==> src/rtl/reg_spill_ctrl.sv <==
// Register spill/fill sequencer: borrows the register file's read-A and write
// ports to copy masked registers to data memory or back, stalling the core.
module reg_spill_ctrl #(
    parameter int unsigned pw = 2,
    parameter int unsigned MW = 8
) (
    input  logic            clk,
    input  logic            reset,
    input  logic            start,
    input  logic            mode,
    input  logic [MW-1:0]   base_addr,
    input  logic [(1<<pw)-1:0] reg_mask,
    output logic            busy,
    output logic            done,
    input  logic [pw:0]     core_rd_addrA,
    input  logic [pw:0]     core_wr_addr,
    input  logic            core_wr_en,
    input  logic [7:0]      core_dat_in,
    output logic [pw:0]     rf_rd_addrA,
    output logic [pw:0]     rf_wr_addr,
    output logic            rf_wr_en,
    output logic [7:0]      rf_dat_in,
    input  logic [7:0]      rf_datA,
    output logic [MW-1:0]   mem_addr,
    output logic            mem_wr_en,
    output logic [7:0]      mem_dat_out,
    input  logic [7:0]      mem_dat_in
);

    localparam int unsigned NR = 1 << pw;

    typedef enum logic [1:0] {S_IDLE, S_SPILL, S_FILL, S_DONE} state_t;

    state_t          state_q, state_d;
    logic            mode_q, mode_d;
    logic [MW-1:0]   base_q, base_d;
    logic [NR-1:0]   mask_q, mask_d;
    logic [pw-1:0]   idx_q, idx_d;
    logic            busy_q, busy_d;
    logic            done_q, done_d;

    logic [pw-1:0]   first_idx;
    logic [pw-1:0]   next_idx;
    logic            has_next;
    logic            active;
    logic            do_spill;
    logic            do_fill;
    logic [pw:0]     idx_ext;

    // Lowest set bit of the incoming mask, and next set bit above the current index.
    always_comb begin
        first_idx = '0;
        next_idx  = '0;
        has_next  = 1'b0;
        for (int unsigned j = 0; j < NR; j++) begin
            if (reg_mask[j] && (first_idx == '0) && !reg_mask[0]) begin
                first_idx = pw'(j);
            end
            if (mask_q[j] && (j > 32'(idx_q)) && !has_next) begin
                next_idx = pw'(j);
                has_next = 1'b1;
            end
        end
    end

    // Next-state and latched transfer parameters.
    always_comb begin
        state_d = state_q;
        mode_d  = mode_q;
        base_d  = base_q;
        mask_d  = mask_q;
        idx_d   = idx_q;
        case (state_q)
            S_IDLE: begin
                if (start) begin
                    mode_d = mode;
                    base_d = base_addr;
                    mask_d = reg_mask;
                    idx_d  = first_idx;
                    if (reg_mask == '0) begin
                        state_d = S_DONE;
                    end else begin
                        state_d = mode ? S_FILL : S_SPILL;
                    end
                end
            end
            S_SPILL, S_FILL: begin
                if (has_next) begin
                    idx_d = next_idx;
                end else begin
                    state_d = S_DONE;
                end
            end
            S_DONE: begin
                state_d = S_IDLE;
            end
            default: begin
                state_d = S_IDLE;
            end
        endcase
        busy_d = (state_d == S_SPILL) || (state_d == S_FILL);
        done_d = (state_d == S_DONE);
    end

    // State and status registers with synchronous reset.
    always_ff @(posedge clk) begin
        if (reset) begin
            state_q <= S_IDLE;
            mode_q  <= 1'b0;
            base_q  <= '0;
            mask_q  <= '0;
            idx_q   <= '0;
            busy_q  <= 1'b0;
            done_q  <= 1'b0;
        end else begin
            state_q <= state_d;
            mode_q  <= mode_d;
            base_q  <= base_d;
            mask_q  <= mask_d;
            idx_q   <= idx_d;
            busy_q  <= busy_d;
            done_q  <= done_d;
        end
    end

    // Port steering: core pass-through when idle, controller owns ports while busy.
    // Controller writes are suppressed in a reset cycle so an abort writes nothing more.
    always_comb begin
        active   = (state_q == S_SPILL) || (state_q == S_FILL);
        do_spill = active && !mode_q;
        do_fill  = active && mode_q;
        idx_ext  = {1'b0, idx_q};

        rf_rd_addrA = core_rd_addrA;
        rf_wr_addr  = core_wr_addr;
        rf_wr_en    = core_wr_en;
        rf_dat_in   = core_dat_in;
        mem_addr    = '0;
        mem_wr_en   = 1'b0;
        mem_dat_out = '0;

        if (active) begin
            rf_rd_addrA = idx_ext;
            rf_wr_en    = 1'b0;
            mem_addr    = base_q + MW'(idx_q);
        end
        if (do_spill) begin
            mem_dat_out = rf_datA;
            mem_wr_en   = !reset;
        end
        if (do_fill) begin
            rf_wr_addr = idx_ext;
            rf_dat_in  = mem_dat_in;
            rf_wr_en   = !reset;
        end
    end

    assign busy = busy_q;
    assign done = done_q;

endmodule

==> config.mk <==
export PLATFORM = sky130hd
export DESIGN_NAME = reg_spill_ctrl
export DESIGN_NICKNAME = d
export VERILOG_FILES = /design/src/rtl/reg_spill_ctrl.sv
export SDC_FILE = /design/constraint.sdc
export NUM_CORES = 1
export LEC_CHECK = 0
export ABC_CLOCK_PERIOD_IN_PS = 1650
export CAP_MARGIN = 20
export CORE_UTILIZATION = 32
export CTS_CLUSTER_SIZE = 8
export DETAILED_ROUTE_END_ITERATION = 8
export PLACE_DENSITY = 0.76
export SLEW_MARGIN = 10
export SYNTH_ARGS = -nofsm -noshare
export SYNTH_HDL_FRONTEND = slang
export SYNTH_SLANG_ARGS = --single-unit
export TNS_END_PERCENT = 1
==> constraint.sdc <==
create_clock -name clk -period 1.65 [get_ports clk]
set_input_delay 0.2475 -clock clk [delete_from_list [all_inputs] [get_ports clk]]
set_output_delay 0.2475 -clock clk [all_outputs]
set_load 0.1 [all_outputs]
* After elaboration in Yosys (flattened, before gate mapping) *
Cells that the tools add are included.

storage, ports and cells
  logic and storage cells = 71
  bits in registers = 19
  output and inout bits = 34
  input bits = 47

cells by class
  $add $sub $neg = 1
  muxes and demuxes = 25
  equal/unequal tests = 8
  reduce and logical (&&, ||, !) cells = 27
  magnitude comparators = 3

operator list
  operator                                                                        number
  8-bit two-way mux                                                               3
  2-bit two-way mux                                                               10
  1-bit logical AND                                                               12
  8-bit by 2-bit adder with 8-bit output                                          1
  2-bit == test, second input constant                                            4
  1-bit two-way mux                                                               8
  2-bit logical NOT                                                               3
  3-bit two-way mux                                                               2
  2-bit one-hot mux with 3 select lines                                           1
  1-bit logical NOT                                                               5
  2-bit by 1-bit == test with 1-bit output, second input constant                 2
  2-bit greater-than comparator, first input constant                             2
  4-bit logical NOT                                                               1
  2-bit inequality test, second input constant                                    2
  2-bit one-hot mux with 2 select lines                                           1
  3-bit AND reduction                                                             1
  1-bit by 2-bit greater-than comparator with 1-bit output, first input constant  1
  1-bit logical OR                                                                2
  2-bit AND reduction                                                             1
  2-bit nonzero test                                                              1
  2-bit OR reduction                                                              1

* Logic depth before layout (Yosys ltp) *
  word-level depth = 13
  mapped depth = 8
  mapped depth without buffers = 8

* Least setup slack after synthesis *
OpenSTA, ideal clock, no wires.

  path type = reg-to-output
  start point = reg state_q[0]
  end point = out mem_wr_en
  stages on the path, launching flop included = 7
  data arrival time = 3.154 ns
  setup slack = -1.751 ns
  required time = 1.402 ns
  buffers on the path = 2
  cells stage by stage = dfxtp_1 > inv_1 > ha_1 > buf_2 > inv_1 > clkbuf_1 > nor3_1

between the ends
  word-level cells in the longest chain between the ends = 4
  elaborated cells between the ends (all ways) = 5
  those cells by class = eq/ne (2); mux (1); reduce/logical (2)

ends and longest elaborated chain
  item                                                                       line  source
  start, declared                                                            34    state_t state_q, state_d;
  start signal, assigned                                                     116   state_q <= state_d;
  2-bit by 1-bit == test with 1-bit output or 2-bit == test (tied branches)  129   active = (state_q == S_SPILL) || (state_q == S_FILL);
  1-bit logical OR (*)                                                       129
  1-bit logical AND (*)                                                      130   do_spill = active && !mode_q;
  1-bit two-way mux (*)                                                      147   if (do_spill) begin
  end, declared                                                              25    output logic mem_wr_en,

Mark *: on every way between the ends. The rest lies on a longest branch, timed or not.

* Worst setup path in the final report *
  start point = reg idx_q[1]
  end point = out mem_addr[5]

between the ends
  word-level cells in the longest chain between the ends = 2

ends and longest elaborated chain
  item                                    line  source
  start, declared                         38    logic [pw-1:0] idx_q, idx_d;
  start signal, assigned                  120   idx_q <= idx_d;
  8-bit by 2-bit adder with 8-bit output  145   mem_addr = base_q + MW'(idx_q);
  8-bit two-way mux                       142   if (active) begin
  end, declared                           24    output logic [MW-1:0] mem_addr,

Every way passes these cells.

==> metrics.cfg <==
[synth]
synthSimpleGateAreaFrac = 0.310
ys_ff_latch = 18
synth_cell_types = 34
synth_most_common_cell = nand2_1
yosysTopAreaCell = dfxtp_1
yosys_warnings = 0
yosys-top-cells-area = dfxtp_1 30%, nand2_1 9.6%, mux2_2 8.3%
synth.avg_cell_area_um2 = 7.60
synthMuxAreaShare = 0.101
async_reset_ff_frac = 0
synth_compound_area_frac = 0.148
mappedNetlistArea_mm2 = 0.00122
synth_top_family_by_area = simple AND/OR/NAND/NOR gates
synth_edf_count = 0
synthXorXnorAreaFrac = 0.0432
synth_nets = 212
synthAdderAreaFrac = 0.0576
synth_common_cells = 31 x nand2_1, 18 x dfxtp_1, 14 x a21oi_1
synth_top_area_frac = 0.296
synthCells = 160
synth-main-ff-cell = dfxtp_1
seq_area_frac_synth = 0.296

[routing]
detail_route.first_pass.iterations = 4
num_vias = 1550
dr.first_iter.drc_count = 33
wl_um = 4560
antenna_left = 0
avgViaCountPerCell = 4.98
drc = 0
post_drt_wl_per_cell_um = 14.7

[final_layout]
utilization = 0.807
diodes = 0
drive_gt1_frac = 0.475
layout.nets = 316
areaGrowthSynthToFinish_pct = 143
final_cells = 311

[worst_setup_path]
cp.arrival_ns = 1.74
cp-startpoint = idx_q[1]
ff2ff_setup_slack_ns = -0.09
critical_path_class = flip-flop to primary output
r2r_cells = 8
r2r_end = busy
path_max_fanout = 3
start_kind = flip-flop
end_kind = primary output
cp.required_ns = 1.40
rr_startpoint = state_q[0]
crit_end = mem_addr[5]

[outcome]
status = finished, violations left
violations = negative setup slack

[clocking]
cts_buffers = 3
clk_latency_ns = 0.26
clk_pin_slew_ns = 0.07
clkSinkCount = 18
htree_num_levels = 1
root_buffer = clkbuf_8
cts_max_path_buffers = 2
hold_buffers = 0
cts_tree = yes

[grt]
grt_use_total = 0.231
grt_pass1_vias = 1539
grt_max_degree = 13
antenna_found_initial = 0
grt_pass1_wl_um = 7130
grt_overflow = 0

[pwr]
p_leak_uw = 0.00116
pwr-share-clk = 0.118
combPwrFrac = 0.703
p_int_uw = 1630
cellPowerDensity_mw_per_mm2 = 1060
seqPwrFrac = 0.178
vdd_ir_drop_max_v = 0.000906
p_sw_frac = 0.482
total_power_uw = 3140
p_switching_uw = 1510

[flow_run]
cap_violations = 0

[floorplan]
die-width_um = 63.7
design.core.area_mm2 = 0.00366
rows = 22
die_area_mm2 = 0.00405
io_pins = 81
die_h_um = 63.7
initial_core_util = 0.332

[timing]
period_share = 1.21
finalHoldViolations = 0
setup_viol = 32
tightest_slew_ns = 0.368
clock.fmax_mhz = 503
rsz0062_at_grt = true
drv_slew = 0
skew_ns = 0.00251
finalCriticalPeriod_ns = 1.99
slew_headroom = 0.754
setup_ws_ns = -0.338

[place]
portBuffers = 80
dp.cells = 306
post-place-ws_ns = -0.384
dpl.hpwl_um = 3190
globalplace.congestion = 0.902

[min_path]
hold_class = flip-flop to flip-flop

-- per-layer routing --
metal / share of wire / track usage
met3: 0.074 / 0.0507
met2: 0.50 / 0.383
met1: 0.40 / 0.265
met5: 0 / 0
met4: 0.031 / 0.151
-- stage by stage --
step | setup TNS (ns) | cell area (µm²) | hold slack (ns)
finish | -6.97 | 2950 | 0.469
global route | -8.84 | 2950 | 0.503
CTS | -7.05 | 2920 | 0.473
detailed placement | -1.38 | 2750 | 0.463
global placement | -1.08 | 2750 | 0.452
floorplan | -5.15 | 1370 | 0.383
-- layout by cell type, fill, tap and decap left out, drive strengths merged, types with 2 or more instances in the layout --
cell / instances
o21ai: 5
nor2b: 7
a31oi: 3
o2bb2ai: 2
nor2: 9
and2: 12
clkdlybuf4s50: 46
xor2: 4
ha: 4
xnor2: 2
or2: 2
nand2: 32
nand4b: 2
buf: 61
o21a: 2
a21oi: 14
mux2: 10
nand3: 6
clkbuf: 4
inv: 6
nor3: 2
dfxtp: 18
-- sequential cells by signal, summed over array words and instances (netlist names) --
register  flops
busy          1
idx_q         2
base_q        8
mask_q        3
state_q       2
mode_q        1
done          1
-- power by group through the flow --
stage	clock network, µW	registers (µW)	logic (µW)
after floorplan	0	610	1220
after global placement	0	546	2070
after detailed placement	0	548	2090
after CTS	369	553	2170
after global routing	393	567	2300
final	371	560	2210
-- worst max-delay path, cell delays in order (launching register included) --
cell and delay, ns:
dfxtp_2 0.36, ha_4 0.28, a21oi_4 0.06, nand4b_1 0.25
xor2_2 0.24, nor2_4 0.11, buf_12 0.18
-- layout make-up --
class	instances	area [µm²]
inverters	6	27.5
fillers	220	707
repair buffers	107	1390
clock buffers	4	55.1
flip-flops and latches	18	367
well taps	48	60.1
multi-input cells	128	1060
-- what timing repair did --
action                                  CTS  global route
pin swaps                                16             3
setup buffers                             1             0
gates resized for setup                  33             6
gates cloned                              0             0
endpoints found under the setup margin   33            35
-- kinds of logic (layout without fill, tap and decap cells) --
group / count (synthesis) / after routing
flops: 18 / 18
simple gates: 76 / 76
compound gates: 30 / 30
mux: 11 / 11
buf+inv: 14 / 117
xor+xnor: 6 / 6
fa+ha+maj: 5 / 5
-- worst min-delay path by stage --
| stage | startpoint | end | slack, ns | cells after the start |
|---|---|---|---|---|
| 6_report | mask_q[1] | mask_q[1] | 0.47 | 2 |
| 5_1_grt | mask_q[1] | mask_q[1] | 0.50 | 2 |
| 4_1_cts | mask_q[1] | mask_q[1] | 0.47 | 2 |
| 2_1_floorplan | base_addr[0] | base_q[0] | 0.38 | 2 |
| 3_3_place_gp | base_q[0] | base_q[0] | 0.45 | 2 |
| 3_5_place_dp | mask_q[1] | mask_q[1] | 0.46 | 2 |
(Power assumes the default switching activity.)
